[config.mk]
export PLATFORM = sky130hd
export DESIGN_NAME = ahb_timer_irqc
export DESIGN_NICKNAME = d
export VERILOG_FILES = /design/src/rtl/ahb_timer_irqc.sv
export SDC_FILE = /design/constraint.sdc
export NUM_CORES = 1
export LEC_CHECK = 0
export ABC_AREA = 0
export CAP_MARGIN = 10
export CORE_UTILIZATION = 54
export CTS_CLUSTER_SIZE = 20
export DETAILED_ROUTE_END_ITERATION = 7
export PLACE_DENSITY = 0.86
export SYNTH_ARGS = -nofsm -noshare
export SYNTH_HDL_FRONTEND = slang
export SYNTH_SLANG_ARGS = --single-unit
export TNS_END_PERCENT = 1
[constraint.sdc]
create_clock -name HCLK -period 3.1 [get_ports HCLK]
set_input_delay 0.62 -clock HCLK [delete_from_list [all_inputs] [get_ports HCLK]]
set_output_delay 0.62 -clock HCLK [all_outputs]
set_load 0.01 [all_outputs]
[src/rtl/ahb_timer_irqc.sv]
// Interrupt controller/arbiter for the four AHB timer compare channels: edge-to-pending, arbitration, claim/EOI handshake.
// Define IRQC_RR_EN for round-robin arbitration; default is fixed priority (channel 0 highest).
module ahb_timer_irqc #(
    parameter int LOST_W = 8
) (
    input  logic        HCLK,
    input  logic        HRESETn,
    input  logic        HSEL,
    input  logic [4:2]  HADDR,
    input  logic        HWRITE,
    input  logic [31:0] HWDATA,
    output logic [31:0] HRDATA,
    input  logic [3:0]  match,
    output logic        irq,
    output logic [1:0]  irq_id
);

    typedef enum logic [1:0] {
        IDLE   = 2'd0,
        OFFER  = 2'd1,
        ACTIVE = 2'd2
    } state_t;

    localparam logic [2:0] A_EN    = 3'd0;
    localparam logic [2:0] A_PEND  = 3'd1;
    localparam logic [2:0] A_CLAIM = 3'd2;
    localparam logic [2:0] A_EOI   = 3'd3;
    localparam logic [2:0] A_STAT  = 3'd4;
    localparam logic [2:0] A_LOST  = 3'd5;

    state_t              state;
    logic [3:0]          en;
    logic [3:0]          pend;
    logic [3:0]          match_q;
    logic [1:0]          active_id;
    logic [LOST_W-1:0]   lost [4];

    logic                wr;
    logic                wr_en;
    logic                wr_pend;
    logic                wr_claim;
    logic                wr_eoi;
    logic                wr_lost;
    logic [3:0]          rise;
    logic [3:0]          cand;
    logic                valid;
    logic [1:0]          winner;
    logic [1:0]          arb_start;
    logic [1:0]          idx;
    logic                found;
    logic                claim_ok;
    logic [3:0]          claim_clr;
    logic [3:0]          w1c;
    logic                unused_ok;

    assign wr       = HSEL & HWRITE;
    assign wr_en    = wr && (HADDR == A_EN);
    assign wr_pend  = wr && (HADDR == A_PEND);
    assign wr_claim = wr && (HADDR == A_CLAIM);
    assign wr_eoi   = wr && (HADDR == A_EOI);
    assign wr_lost  = wr && (HADDR == A_LOST);

    assign rise      = match & ~match_q;
    assign cand      = pend & en;
    assign valid     = |cand;
    assign claim_ok  = wr_claim && (state == OFFER) && valid;
    assign claim_clr = claim_ok ? (4'b0001 << winner) : 4'b0000;
    assign w1c       = wr_pend ? HWDATA[3:0] : 4'b0000;
    assign unused_ok = ^HWDATA[31:4];

`ifdef IRQC_RR_EN
    logic [1:0] rr_ptr;

    // Pointer holds the id just after the last claimed channel.
    always_ff @(posedge HCLK or negedge HRESETn) begin
        if (!HRESETn) begin
            rr_ptr <= 2'd0;
        end else if (claim_ok) begin
            rr_ptr <= winner + 2'd1;
        end
    end

    assign arb_start = rr_ptr;
`else
    assign arb_start = 2'd0;
`endif

    always_comb begin
        winner = 2'd0;
        found  = 1'b0;
        idx    = 2'd0;
        for (int k = 0; k < 4; k++) begin
            idx = arb_start + 2'(k);
            if (!found && cand[idx]) begin
                winner = idx;
                found  = 1'b1;
            end
        end
    end

    // Edge set is ORed in last so it beats both W1C and claim clears.
    always_ff @(posedge HCLK or negedge HRESETn) begin
        if (!HRESETn) begin
            en      <= 4'b0000;
            pend    <= 4'b0000;
            match_q <= 4'b0000;
        end else begin
            match_q <= match;
            if (wr_en) begin
                en <= HWDATA[3:0];
            end
            pend <= (pend & ~(w1c | claim_clr)) | rise;
        end
    end

    always_ff @(posedge HCLK or negedge HRESETn) begin
        if (!HRESETn) begin
            for (int i = 0; i < 4; i++) begin
                lost[i] <= '0;
            end
        end else begin
            for (int i = 0; i < 4; i++) begin
                if (wr_lost) begin
                    lost[i] <= '0;
                end else if (rise[i] && pend[i] && !claim_clr[i] && (lost[i] != '1)) begin
                    lost[i] <= lost[i] + LOST_W'(1);
                end
            end
        end
    end

    always_ff @(posedge HCLK or negedge HRESETn) begin
        if (!HRESETn) begin
            state     <= IDLE;
            irq       <= 1'b0;
            irq_id    <= 2'd0;
            active_id <= 2'd0;
        end else begin
            case (state)
                IDLE: begin
                    if (valid) begin
                        state  <= OFFER;
                        irq    <= 1'b1;
                        irq_id <= winner;
                    end
                end
                OFFER: begin
                    if (!valid) begin
                        state <= IDLE;
                        irq   <= 1'b0;
                    end else if (wr_claim) begin
                        state     <= ACTIVE;
                        irq       <= 1'b0;
                        active_id <= winner;
                        irq_id    <= winner;
                    end else begin
                        irq_id <= winner;
                    end
                end
                ACTIVE: begin
                    if (wr_eoi && (HWDATA[1:0] == active_id)) begin
                        state <= IDLE;
                    end
                end
                default: begin
                    state <= IDLE;
                    irq   <= 1'b0;
                end
            endcase
        end
    end

    always_comb begin
        HRDATA = 32'd0;
        case (HADDR)
            A_EN:    HRDATA[3:0] = en;
            A_PEND:  HRDATA[3:0] = pend;
            A_CLAIM: begin
                HRDATA[31]  = valid;
                HRDATA[1:0] = winner;
            end
            A_STAT: begin
                HRDATA[9:8] = state;
                HRDATA[5:4] = active_id;
            end
            A_LOST: begin
                for (int i = 0; i < 4; i++) begin
                    HRDATA[8*i +: LOST_W] = lost[i];
                end
            end
            default: HRDATA = 32'd0;
        endcase
    end

endmodule

# Word level (Yosys, flattened, before mapping)
# Cells that the tools add are included.
# totals
reg_bits,51
inputBits,43
out_inout_bits,35
elab_cells,114
# op_classes
add_sub_neg,4
n_eq_ne,15
n_shift,1
muxes,32
bitwise_logic,9
reduce_logical,42
# ops
op,count
$mux 8,8
$add 8x1->8 const B,4
$ne 8x8->1 const B,4
$logic_and 1x1->1,23
$mux 21,1
$mux 2,7
$and 4x4->4,3
$pmux 2 s3,2
$reduce_and 3->1,3
$mux 4,2
$not 4->4,2
$or 4x4->4,2
$pmux 2 s2,2
$pmux 2 s4,1
$reduce_bool 2->1,4
$logic_not 1->1,7
$mux 1,7
$eq 3x2->1 const B,2
$eq 3x3->1 const B,2
$ne 2x2->1 const B,2
$reduce_or 4->1,1
$shl 1x2->4 const A,1
$eq 3x1->1 const B,1
$logic_not 3->1,1
other kinds (11),11

# Longest topological paths before layout
# logic_depth
word_depth,18
depth_mapped,7
ltp_nobuf,5

# Worst setup path after synthesis
# No wires, ideal clock.
# synth_timing
path_type,input to output
start,input port HADDR[2] (netlist bit)
end,output port HRDATA[3]
arrival_time_ps,1565
required_ps,2480
path_slack_ps,915
cell_stages,6
path_buffers,2
cell_sequence,buf_6 > clkbuf_1 > mux2i_1 > nor2_1 > a31oi_1 > nor2_1
# synth_between
elab_chain_len,2
word_cells_on_any_way,4
cone_classes,eq/ne: 2; mux: 1; reduce/logical: 1
# synth_lines
item,line_no,source
start: declaration,9,"input logic [4:2] HADDR,"
"$eq 3x3->1, or another cell as far along",175,case (HADDR)
$pmux 2 s3 (*),175,
end: declaration,12,"output logic [31:0] HRDATA,"
# Every way passes the cells marked *; elsewhere a longest branch is shown, timed or not.

# Final worst setup path
# layout_timing
start,input port HADDR[4] (netlist bit)
end,output port HRDATA[1]
# layout_between
elab_chain_len,2
word_cells_on_any_way,5
cone_classes,eq/ne: 3; mux: 1; reduce/logical: 1
# layout_lines
item,line_no
"$eq 3x3->1, or another cell as far along",175
$pmux 2 s4 (*),175
# Marked as above.

==> impl_metrics.yaml <==
detailed_routing:
  wire_per_inst_um: 16.5
  first_pass_iters: 4
  drtIter0Drc: 243
  ant_nets: 0
  vias: 2826
  routed_wl_mm: 7.54
  drc: 0
  vias_per_cell: 6.20
timing:
  maxSlewHeadroom: 0.574
  final_hold_viol_count: 0
  tightest_slew_ns: 0.639
  finalClockSkew_ns: 0.00316
  finalSetupViolCount: 0
  period_needed_ns: 3.04
  max_freq_mhz: 329
  setup_tns_ns: 0
  rsz0062_at_grt: "no"
  period_share: 0.979
  slew_viol_final: 0
setup_path:
  crit_type: "input port to output port"
  r2r_end: "lost[7]"
  rr_startpoint: "lost[0]"
  crit_chain: "clkdlybuf4s50_1 > nand2b_1 > or4_1 > o21ai_1 > clkdlybuf4s50_1"
  path_common_cell: "clkdlybuf4s50_1"
  crit_buf_inv: 2
  r2r_slack_ns: 1.17
  max_stage_delay_ns: 0.55
  r2r.worst_path.cells: 5
  crit_required_ns: 2.48
  arrival_ns: 2.42
  worstPathMaxFanout: 5
  crit_slowest_cell: "clkdlybuf4s50_1"
  cp-start-kind: "input port"
  cp_top_family: "buffers and inverters"
  worst_setup_path_end_kind: "output port"
cts:
  cts_tree: "done"
  cts_buffers: 5
  cts.repair.resized: 0
  htree_levels: 2
  cts_buffer_depth: 2
  ctsHoldBuffers: 0
  post_cts_buffers: 0
  cts_root_buf: "clkbuf_8"
  cts_sinks: 51
  clk_latency_ns: 0.30
  cts.clk_slew.worst_paths_ns: 0.09
logic_synthesis:
  netlist_instances: 327
  ys.flop_type: "dfrtp_1"
  syn_nets: 374
  yosysSeqAreaShare: 0.409
  synth_edf_count: 0
  synth.distinct_cells: 54
  async_reset_ff_frac: 1.00
  synth_area_um2: 3120
  yosysWarnings: 0
  synth_seq_cells: 51
  postSynthAreaPerCell_um2: 9.54
pwr:
  swShare: 0.338
  power.density_nw_per_um2: 505
  seqPwrFrac: 0.497
  clkPwrFrac: 0.219
  combPwrFrac: 0.284
  p_switching_uw: 652
  p_int_mw: 1.28
  p_leak_nw: 1.61
  vdd_drop_max_mv: 0.266
layout:
  nNetsFinal: 430
  postLayoutCellArea_um2: 3830
  final_layout_size_suffix_gt1_frac: 0.0911
  area_growth_pct: 22.6
  antenna_cells: 0
floorplan:
  coreArea_um2: 5540
  std_cell_rows: 27
  pin_count: 78
  start_util: 0.563
  die-width_um: 78.0
  die_y_um: 78.0
  die_area_um2: 6090
placed_design:
  port_buffers: 49
  hpwl_mm: 5.23
  place.gp.congestion: 0.886
  postPlaceCellArea_um2: 3720
job:
  cap_violations: 0
grt:
  grt_pass1_wl_mm: 12.8
  grt_antenna_before_repair: 0
  grt_pass1_vias: 2720
  grt_overflow: 0
  grt_use_total: 0.265
  grt_start_max_net_pins: 29
worst_hold_path:
  worstHoldPathType: "input port to async pin"
outcome:
  outcome: "finished clean"
Yosys cell counts (2+ instances only):
cell / count / share of area
dfrtp_1: 51 / 0.41
a21oi_1: 30 / 0.048
and2_1: 25 / 0.050
nand2_1: 17 / 0.020
o31ai_1: 16 / 0.038
nor2_1: 15 / 0.018
or4_1: 14 / 0.034
inv_1: 13 / 0.016
or3_1: 13 / 0.026
mux2i_1: 11 / 0.035
nand3_1: 10 / 0.016
o21ai_1: 10 / 0.016
nand4_1: 7 / 0.014
o21ai_0: 7 / 0.011
buf_2: 6 / 0.0096
nand2b_1: 5 / 0.010
a21o_1: 4 / 0.0096
and3_1: 4 / 0.0080
buf_6: 4 / 0.014
clkbuf_1: 4 / 0.0048
ha_1: 4 / 0.016
mux2_2: 4 / 0.014
nor3_1: 4 / 0.0064
o21a_1: 4 / 0.0096
a22oi_1: 3 / 0.0072
a31oi_1: 3 / 0.0060
o211ai_1: 3 / 0.0072
o41ai_1: 3 / 0.0084
and3b_1: 2 / 0.0056
nand3b_1: 2 / 0.0048
nor2b_1: 2 / 0.0040
nor4_1: 2 / 0.0040
o41ai_4: 2 / 0.018
or2_1: 2 / 0.0040
xor2_1: 2 / 0.0056
worst max-delay path by stage:
stage	startpoint	endpoint	slack, ns	cells past startpoint
CTS	HADDR[2]	HRDATA[0]	0.06	6
global route	HADDR[4]	HRDATA[1]	0.01	5
detailed placement	HADDR[2]	HRDATA[0]	0.06	6
floorplan	HADDR[2]	HRDATA[3]	0.91	6
global placement	HADDR[2]	HRDATA[1]	0.06	7
finish	HADDR[4]	HRDATA[1]	0.06	5
cell families after synthesis:
group / count (synthesis) / synth area share
and+or+nand+nor: 129 / 0.252
muxes: 15 / 0.0497
buffers and inverters: 27 / 0.0445
DFF: 51 / 0.409
AOI/OAI and AO/OA: 99 / 0.223
adders and majority gates: 4 / 0.0160
xor gates and xnor gates: 2 / 0.00561
per-stage QoR:
step | worst slack (ns) | util | power, mW | cells | hold slack, ns
after global placement | 0.0593 | 0.672 | 1.48 | 448 | 0.466
after floorplan | 0.915 | - | 1.29 | 327 | 0.324
after CTS | 0.0621 | 0.690 | 1.93 | 456 | 0.347
after global routing | 0.0140 | 0.691 | 2.04 | 456 | 0.382
after detailed placement | 0.0605 | 0.672 | 1.52 | 448 | 0.482
final | 0.0643 | 0.691 | 1.93 | 456 | 0.329
sequential cells by signal, summed over array words and instances (netlist names):
register,count
lost,32
state,2
match_q,4
pend,4
irq_id,2
irq,1
active_id,2
en,4
cell type report:
cell class                      count  area [µm²]
Fill cell                         449        1710
Multi-Input combinational cell    249        1710
Sequential cell                    51        1280
Timing Repair Buffer               63         606
Clock buffer                        8         100
Tap cell                           72        90.1
Inverter                           13        48.8
power by group through the flow:
stage	clock network, mW	logic (mW)	registers [mW]
2_1_floorplan	0	0.357	0.931
3_3_place_gp	0	0.522	0.961
3_5_place_dp	0	0.547	0.968
4_1_cts	0.428	0.550	0.955
5_1_grt	0.450	0.609	0.984
6_report	0.422	0.548	0.960
per-layer routing:
metal  GRT usage  part of all wire  vias to the layer above
met5           0                 0                        -
met1       0.357              0.45                     1379
met4      0.0833             0.012                        0
met2       0.449              0.48                       93
met3      0.0314             0.051                        8
li1            -                 -                     1346
placed cells by master (no fill, tap or decap), types with 5 or more instances in the layout:
cell,count
a21oi_1,30
and2_1,25
buf_4,13
clkbuf_8,7
clkdlybuf4s50_1,47
dfrtp_1,51
inv_1,13
mux2i_1,11
nand2_1,17
nand2b_1,5
nand3_1,10
nand4_1,7
nor2_1,15
o21ai_0,7
o21ai_1,10
o31ai_1,16
or3_1,13
or4_1,14
Note: power is estimated with default switching activity, not from simulation.
